<file path="src/rtl/shared_reg_arbiter_if.sv">
// Bus between the requesters and the shared-register arbiter: requests, write data,
// flush, grant, and the read-back of the shared register.
interface shared_reg_arbiter_if #(
    parameter int N = 4,
    parameter int W = 8
);
    localparam int IW = (N > 1) ? $clog2(N) : 1;

    logic           flush;
    logic [N-1:0]   req;
    logic [N*W-1:0] wdata;
    logic [N-1:0]   gnt;
    logic [IW-1:0]  owner;
    logic [W-1:0]   q;
    logic           q_valid;
    logic           wr_ack;

    modport master (
        output flush, req, wdata,
        input  gnt, owner, q, q_valid, wr_ack
    );

    modport slave (
        input  flush, req, wdata,
        output gnt, owner, q, q_valid, wr_ack
    );
endinterface

</file>
<file path="src/rtl/shared_reg_arbiter.sv">
// Round-robin arbiter sharing one W-bit register among N requesters, with tenure
// bounded to MAX_HOLD writes so a busy requester cannot starve the others.
//
// state | meaning
// IDLE  | no grant outstanding; arbitrate from rr_ptr on any request
// OWN   | owner holds the grant; writes while req stays high, releases on drop or hold limit
module shared_reg_arbiter #(
    parameter int N        = 4,
    parameter int W        = 8,
    parameter int MAX_HOLD = 4
) (
    input  logic                 clk,
    input  logic                 rst,
    shared_reg_arbiter_if.slave  bus
);
    localparam int IW = (N > 1) ? $clog2(N) : 1;

    typedef enum logic {IDLE, OWN} state_t;

    state_t         state_q, state_d;
    logic [IW-1:0]  rr_ptr_q, rr_ptr_d;
    logic [IW-1:0]  owner_q, owner_d;
    logic [7:0]     hold_cnt_q, hold_cnt_d;
    logic [N-1:0]   gnt_q, gnt_d;
    logic [W-1:0]   q_q, q_d;
    logic           q_valid_q, q_valid_d;
    logic           wr_ack_q, wr_ack_d;

    logic [IW:0]    arb_res;
    logic [IW-1:0]  rel_ptr;
    logic [W-1:0]   wsel;
    logic           own_req;
    logic           release_now;

    // {found, index} of the first set request searching upward from ptr, wrapping.
    function automatic logic [IW:0] arb_pick(input logic [N-1:0] r, input logic [IW-1:0] ptr);
        logic [IW:0] res;
        int          idx;
        res = '0;
        for (int k = N - 1; k >= 0; k--) begin
            idx = int'(ptr) + k;
            if (idx >= N) idx = idx - N;
            if (r[IW'(idx)]) res = {1'b1, IW'(idx)};
        end
        return res;
    endfunction

    always_comb begin
        wsel    = '0;
        own_req = 1'b0;
        for (int i = 0; i < N; i++) begin
            if (owner_q == IW'(i)) begin
                wsel    = bus.wdata[i*W +: W];
                own_req = bus.req[i];
            end
        end
        rel_ptr = (owner_q == IW'(N - 1)) ? '0 : owner_q + 1'b1;
    end

    always_comb begin
        state_d     = state_q;
        rr_ptr_d    = rr_ptr_q;
        owner_d     = owner_q;
        hold_cnt_d  = hold_cnt_q;
        gnt_d       = gnt_q;
        q_d         = q_q;
        q_valid_d   = q_valid_q;
        wr_ack_d    = 1'b0;
        arb_res     = '0;
        release_now = 1'b0;

        if (bus.flush) begin
            state_d    = IDLE;
            owner_d    = '0;
            hold_cnt_d = '0;
            gnt_d      = '0;
            q_d        = '0;
            q_valid_d  = 1'b0;
        end else begin
            case (state_q)
                IDLE: begin
                    arb_res = arb_pick(bus.req, rr_ptr_q);
                    if (arb_res[IW]) begin
                        state_d    = OWN;
                        owner_d    = arb_res[IW-1:0];
                        gnt_d      = N'(1) << arb_res[IW-1:0];
                        hold_cnt_d = '0;
                    end
                end
                OWN: begin
                    if (own_req) begin
                        q_d        = wsel;
                        q_valid_d  = 1'b1;
                        wr_ack_d   = 1'b1;
                        hold_cnt_d = hold_cnt_q + 8'd1;
                        if (hold_cnt_q == 8'(MAX_HOLD - 1)) release_now = 1'b1;
                    end else begin
                        release_now = 1'b1;
                    end

                    // Handoff happens at the releasing edge so there is no idle bubble.
                    if (release_now) begin
                        rr_ptr_d = rel_ptr;
                        arb_res  = arb_pick(bus.req, rel_ptr);
                        if (arb_res[IW]) begin
                            owner_d    = arb_res[IW-1:0];
                            gnt_d      = N'(1) << arb_res[IW-1:0];
                            hold_cnt_d = '0;
                        end else begin
                            state_d    = IDLE;
                            owner_d    = '0;
                            gnt_d      = '0;
                            hold_cnt_d = '0;
                        end
                    end
                end
                default: begin
                    state_d = IDLE;
                    gnt_d   = '0;
                    owner_d = '0;
                end
            endcase
        end
    end

    always_ff @(posedge clk or negedge rst) begin
        if (!rst) begin
            state_q    <= IDLE;
            rr_ptr_q   <= '0;
            owner_q    <= '0;
            hold_cnt_q <= '0;
            gnt_q      <= '0;
            q_q        <= '0;
            q_valid_q  <= 1'b0;
            wr_ack_q   <= 1'b0;
        end else begin
            state_q    <= state_d;
            rr_ptr_q   <= rr_ptr_d;
            owner_q    <= owner_d;
            hold_cnt_q <= hold_cnt_d;
            gnt_q      <= gnt_d;
            q_q        <= q_d;
            q_valid_q  <= q_valid_d;
            wr_ack_q   <= wr_ack_d;
        end
    end

    assign bus.gnt     = gnt_q;
    assign bus.owner   = owner_q;
    assign bus.q       = q_q;
    assign bus.q_valid = q_valid_q;
    assign bus.wr_ack  = wr_ack_q;
endmodule

</file>
<file path="src/flat_wrapper.sv">
// flat-port wrapper written by rule: the top's interface ports become plain ports
module shared_reg_arbiter_flat 
#(
    parameter int N        = 4,
    parameter int W        = 8,
    parameter int MAX_HOLD = 4
)
  (clk, rst, bus_flush, bus_req, bus_wdata, bus_gnt, bus_owner, bus_q, bus_q_valid, bus_wr_ack);
  shared_reg_arbiter_if #(.N(N), .W(W)) bus_i ();
  input  logic clk;
  input  logic rst;
  input wire logic [$bits(bus_i.flush)-1:0] bus_flush;
  input wire logic [$bits(bus_i.req)-1:0] bus_req;
  input wire logic [$bits(bus_i.wdata)-1:0] bus_wdata;
  output wire logic [$bits(bus_i.gnt)-1:0] bus_gnt;
  output wire logic [$bits(bus_i.owner)-1:0] bus_owner;
  output wire logic [$bits(bus_i.q)-1:0] bus_q;
  output wire logic [$bits(bus_i.q_valid)-1:0] bus_q_valid;
  output wire logic [$bits(bus_i.wr_ack)-1:0] bus_wr_ack;
  assign bus_i.flush = bus_flush;
  assign bus_i.req = bus_req;
  assign bus_i.wdata = bus_wdata;
  assign bus_gnt = bus_i.gnt;
  assign bus_owner = bus_i.owner;
  assign bus_q = bus_i.q;
  assign bus_q_valid = bus_i.q_valid;
  assign bus_wr_ack = bus_i.wr_ack;
  shared_reg_arbiter #(.N(N), .W(W), .MAX_HOLD(MAX_HOLD)) u_core (.clk(clk), .rst(rst), .bus(bus_i));
endmodule
</file>
<file path="config.mk">
export PLATFORM = sky130hd
export DESIGN_NAME = shared_reg_arbiter_flat
export DESIGN_NICKNAME = d
export VERILOG_FILES = /design/src/rtl/shared_reg_arbiter_if.sv /design/src/rtl/shared_reg_arbiter.sv /design/src/flat_wrapper.sv
export SDC_FILE = /design/constraint.sdc
export NUM_CORES = 1
export LEC_CHECK = 0
export CORE_UTILIZATION = 50
export DETAILED_ROUTE_END_ITERATION = 8
export PLACE_DENSITY = 0.86
export SLEW_MARGIN = 40
export SYNTH_ARGS = -nofsm -noshare
export SYNTH_HDL_FRONTEND = slang
export SYNTH_SLANG_ARGS = --single-unit
</file>
<file path="constraint.sdc">
create_clock -name clk -period 5.9 [get_ports clk]
set_clock_uncertainty 0.2 [all_clocks]
set_input_delay 0.59 -clock clk [delete_from_list [all_inputs] [get_ports clk]]
set_output_delay 0.59 -clock clk [all_outputs]
set_load 0.005 [all_outputs]
</file>
==> impl_metrics.py <==
metrics = {
    "setup_path": {
        "critPathRequiredTime_ns": 5.94,
        "endpoint_kind": "flip-flop",
        "crit_path_max_fanout": 22,
        "arrival_ns": 2.83,
        "r2r_slack_ns": 3.11,
        "crit_chain": "ha_1, nor3b_1, a211oi_2, nand2b_1, or3_1, o21ai_0",
        "startpoint_type": "flip-flop",
        "r2r_end": "u_core.hold_cnt_q[5]",
        "ff2ff_path_depth": 6,
        "worstSetupPathType": "reg -> reg",
        "timing.rr.start": "u_core.bus.owner[0]",
        "crit_buf_inv": 0,
        "crit_start": "u_core.bus.owner[0]",
        "critPathTopFamily": "simple AND/OR/NAND/NOR gates",
        "max_stage_delay_ns": 0.67,
        "slowest_stage": "ha_1",
    },
    "layout": {
        "final_cells": 285,
        "final_util_pct": 72.72,
        "diodes": 0,
        "seqCellArea_um2": 675.6,
        "multi_input_area_um2": 935.9,
        "final_nets": 286,
        "area_growth_pct": 34.07,
        "drive_gt1_share_pct": 4.979,
        "n_fill_cell": 253,
    },
    "grt": {
        "antenna_found_initial": 0,
        "overflow": 0,
        "grt_pass1_vias": 1490,
        "grt_max_degree": 28,
        "grt_util_all_layers_pct": 23.91,
        "grt_pass1_wl_um": 6582,
    },
    "placed_design": {
        "routabilityCongestion": 0.8271,
        "dp_cells": 281,
        "dp_hpwl_um": 3124,
        "io_buffers": 54,
        "dp_worst_setup_slack_ns": 3.100,
    },
    "synth": {
        "ys_top_cells_by_count": "27 x dfrtp_1, 18 x a21oi_1, 17 x nand2_1",
        "ys_top_cells_by_area": "dfrtp_1 40%, a21oi_1 5.3%, nor2b_1 4.8%",
        "post-synth-top-count-cell": "dfrtp_1",
        "yosys.area.top_type": "dfrtp_1",
        "netlist_area_mm2": 0.001697,
        "syn-instance-count": 192,
        "async_flop_share_pct": 100.0,
        "syn_nets": 236,
        "synth_top_area_share_pct": 39.82,
        "synth-edff-count": 0,
        "yosysWarnings": 0,
        "ys_seq_elements": 27,
        "yosysSeqAreaShare_pct": 39.82,
        "ys_types": 43,
        "synth_ff_type": "dfrtp_1",
        "synth.avg_cell_area_um2": 8.837,
    },
    "floorplanning": {
        "start_util_pct": 54.24,
        "die_area_mm2": 0.003630,
        "io_pins": 55,
        "design.core.area_mm2": 0.003128,
        "row_count": 20,
        "die_w_um": 60.25,
        "die_height_um": 60.25,
    },
    "routing": {
        "ant_nets": 0,
        "drcViolationCount": 0,
        "detail_route.vias_per_cell": 5.761,
        "routed_wl_um": 4079,
        "drtIter0Drc": 90,
        "post_drt_wl_per_cell_um": 14.31,
        "vias": 1642,
        "drt_pass1_iterations": 4,
    },
    "clocking": {
        "cts_setup_buffers": 0,
        "ctsResizeCount": 0,
        "max-clock-path-buffers": 2,
        "cts_root_buf": "clkbuf_4",
        "cts_hold_buf": 0,
        "cts_made_buffers": 3,
        "cts.clk_slew.worst_paths_ns": 0.14,
        "clkLatencyLatePin_ns": 0.32,
        "h-tree-depth": 1,
        "cts_tree": "done",
        "cts_sinks": 27,
    },
    "timing": {
        "fmax_mhz": 358.1,
        "slew_headroom_pct": 51.88,
        "rsz0062_at_grt": "false",
        "worst_pin_slew_ns": 0.7217,
        "hold_viol": 0,
        "period_minus_slack_ns": 2.793,
        "setup_viol": 0,
        "setup_tns_ns": 0,
        "fin_crit_sh_pct": 47.34,
        "worst_slack_ns": 3.107,
        "report.final.slew_viol_count": 0,
    },
    "worst_hold_path": {
        "min_to": "u_core.bus.q[6]",
        "worstHoldPathCells": 2,
        "min-delay-start": "u_core.bus.q[6]",
        "hold_path.class": "reg -> reg",
    },
    "power_and_ir_drop": {
        "powerDensity_mw_per_mm2": 263.2,
        "vdd_ir_drop_max_mv": 0.1640,
        "leakagePower_nw": 0.9377,
    },
    "flow_run": {
        "maxCapViolations": 0,
    },
    "outcome": {
        "status": "completed",
    },
}
-- metrics by stage --
stage | hold slack (ns) | cell area, µm² | power (W)
floorplan | 0.09441 | 1697 | 0.0004160
finish | 0.2938 | 2275 | 0.0005988
global route | 0.3197 | 2275 | 0.0006419
detailed placement | 0.2706 | 2248 | 0.0005266
global placement | 0.2638 | 2248 | 0.0005214
CTS | 0.3004 | 2275 | 0.0006029
-- layout by cell type (no fill, tap or decap), drive strengths merged, types with 3 or more instances in the layout --
cell type      instances
a21oi                 18
nor3                  12
nand3                  5
nor2b                 13
clkbuf                 4
dfrtp                 27
nand2                 17
o21ai                 15
o22ai                  4
inv                    9
a221oi                 8
clkdlybuf4s50         54
ha                     5
nor2                   8
o2bb2ai                3
or3                    3
nand2b                 4
-- worst max path at each step --
stage / to / cells after the start
2_1_floorplan: u_core.bus.gnt[3] / 9
3_3_place_gp: u_core.hold_cnt_q[5] / 6
3_5_place_dp: u_core.hold_cnt_q[5] / 6
4_1_cts: u_core.hold_cnt_q[5] / 6
5_1_grt: u_core.hold_cnt_q[5] / 6
6_report: u_core.hold_cnt_q[5] / 6
-- area by class of cell --
class,count,area share (%)
multi-input combinational,146,41.14
tap,44,2.420
inverter,9,1.485
clock buffer,4,1.155
sequential,27,29.70
timing repair buffer,55,24.09
-- flip-flops by register name, summed over array words and instances, names as in the netlist --
register            count
u_core.bus.q            8
u_core.state_q          1
u_core.bus.gnt          4
u_core.hold_cnt_q       8
u_core.bus.q_valid      1
u_core.bus.owner        2
u_core.rr_ptr_q         2
u_core.bus.wr_ack       1
-- cells by family after synthesis --
group | Yosys count | synth area share (%)
buffers and inverters | 19 | 5.014
adder cells (fa/ha/maj) | 5 | 3.687
multiplexers | 3 | 1.844
AND/OR/NAND/NOR | 71 | 22.12
flip-flops | 27 | 39.82
AO/OA/AOI/OAI | 67 | 27.51
-- worst reg2reg max path: stages, from the launching register on --
cell,delay (ns)
dfrtp_1,0.49
ha_1,0.67
nor3b_1,0.15
a211oi_2,0.36
nand2b_1,0.33
or3_1,0.44
o21ai_0,0.08
-- report_power, final --
part	switching (W)	leakage, nW	internal (W)	total, W
Clock	0.0000498	0.0150	0.0000264	0.0000762
Combinational	0.000140	0.558	0.000145	0.000285
Sequential	0.0000234	0.365	0.000214	0.000237
Total	0.000213	0.938	0.000385	0.000599
-- metal layers --
layer  vias to the layer above  track usage [%]  wire length (µm)
li1                        808                -                 -
met4                         0            5.980                29
met2                        46            39.09              1838
met5                         -                0                 0
met1                       783            32.92              1942
met3                         5            3.896               268
Power figures use the tool's default switching activity.
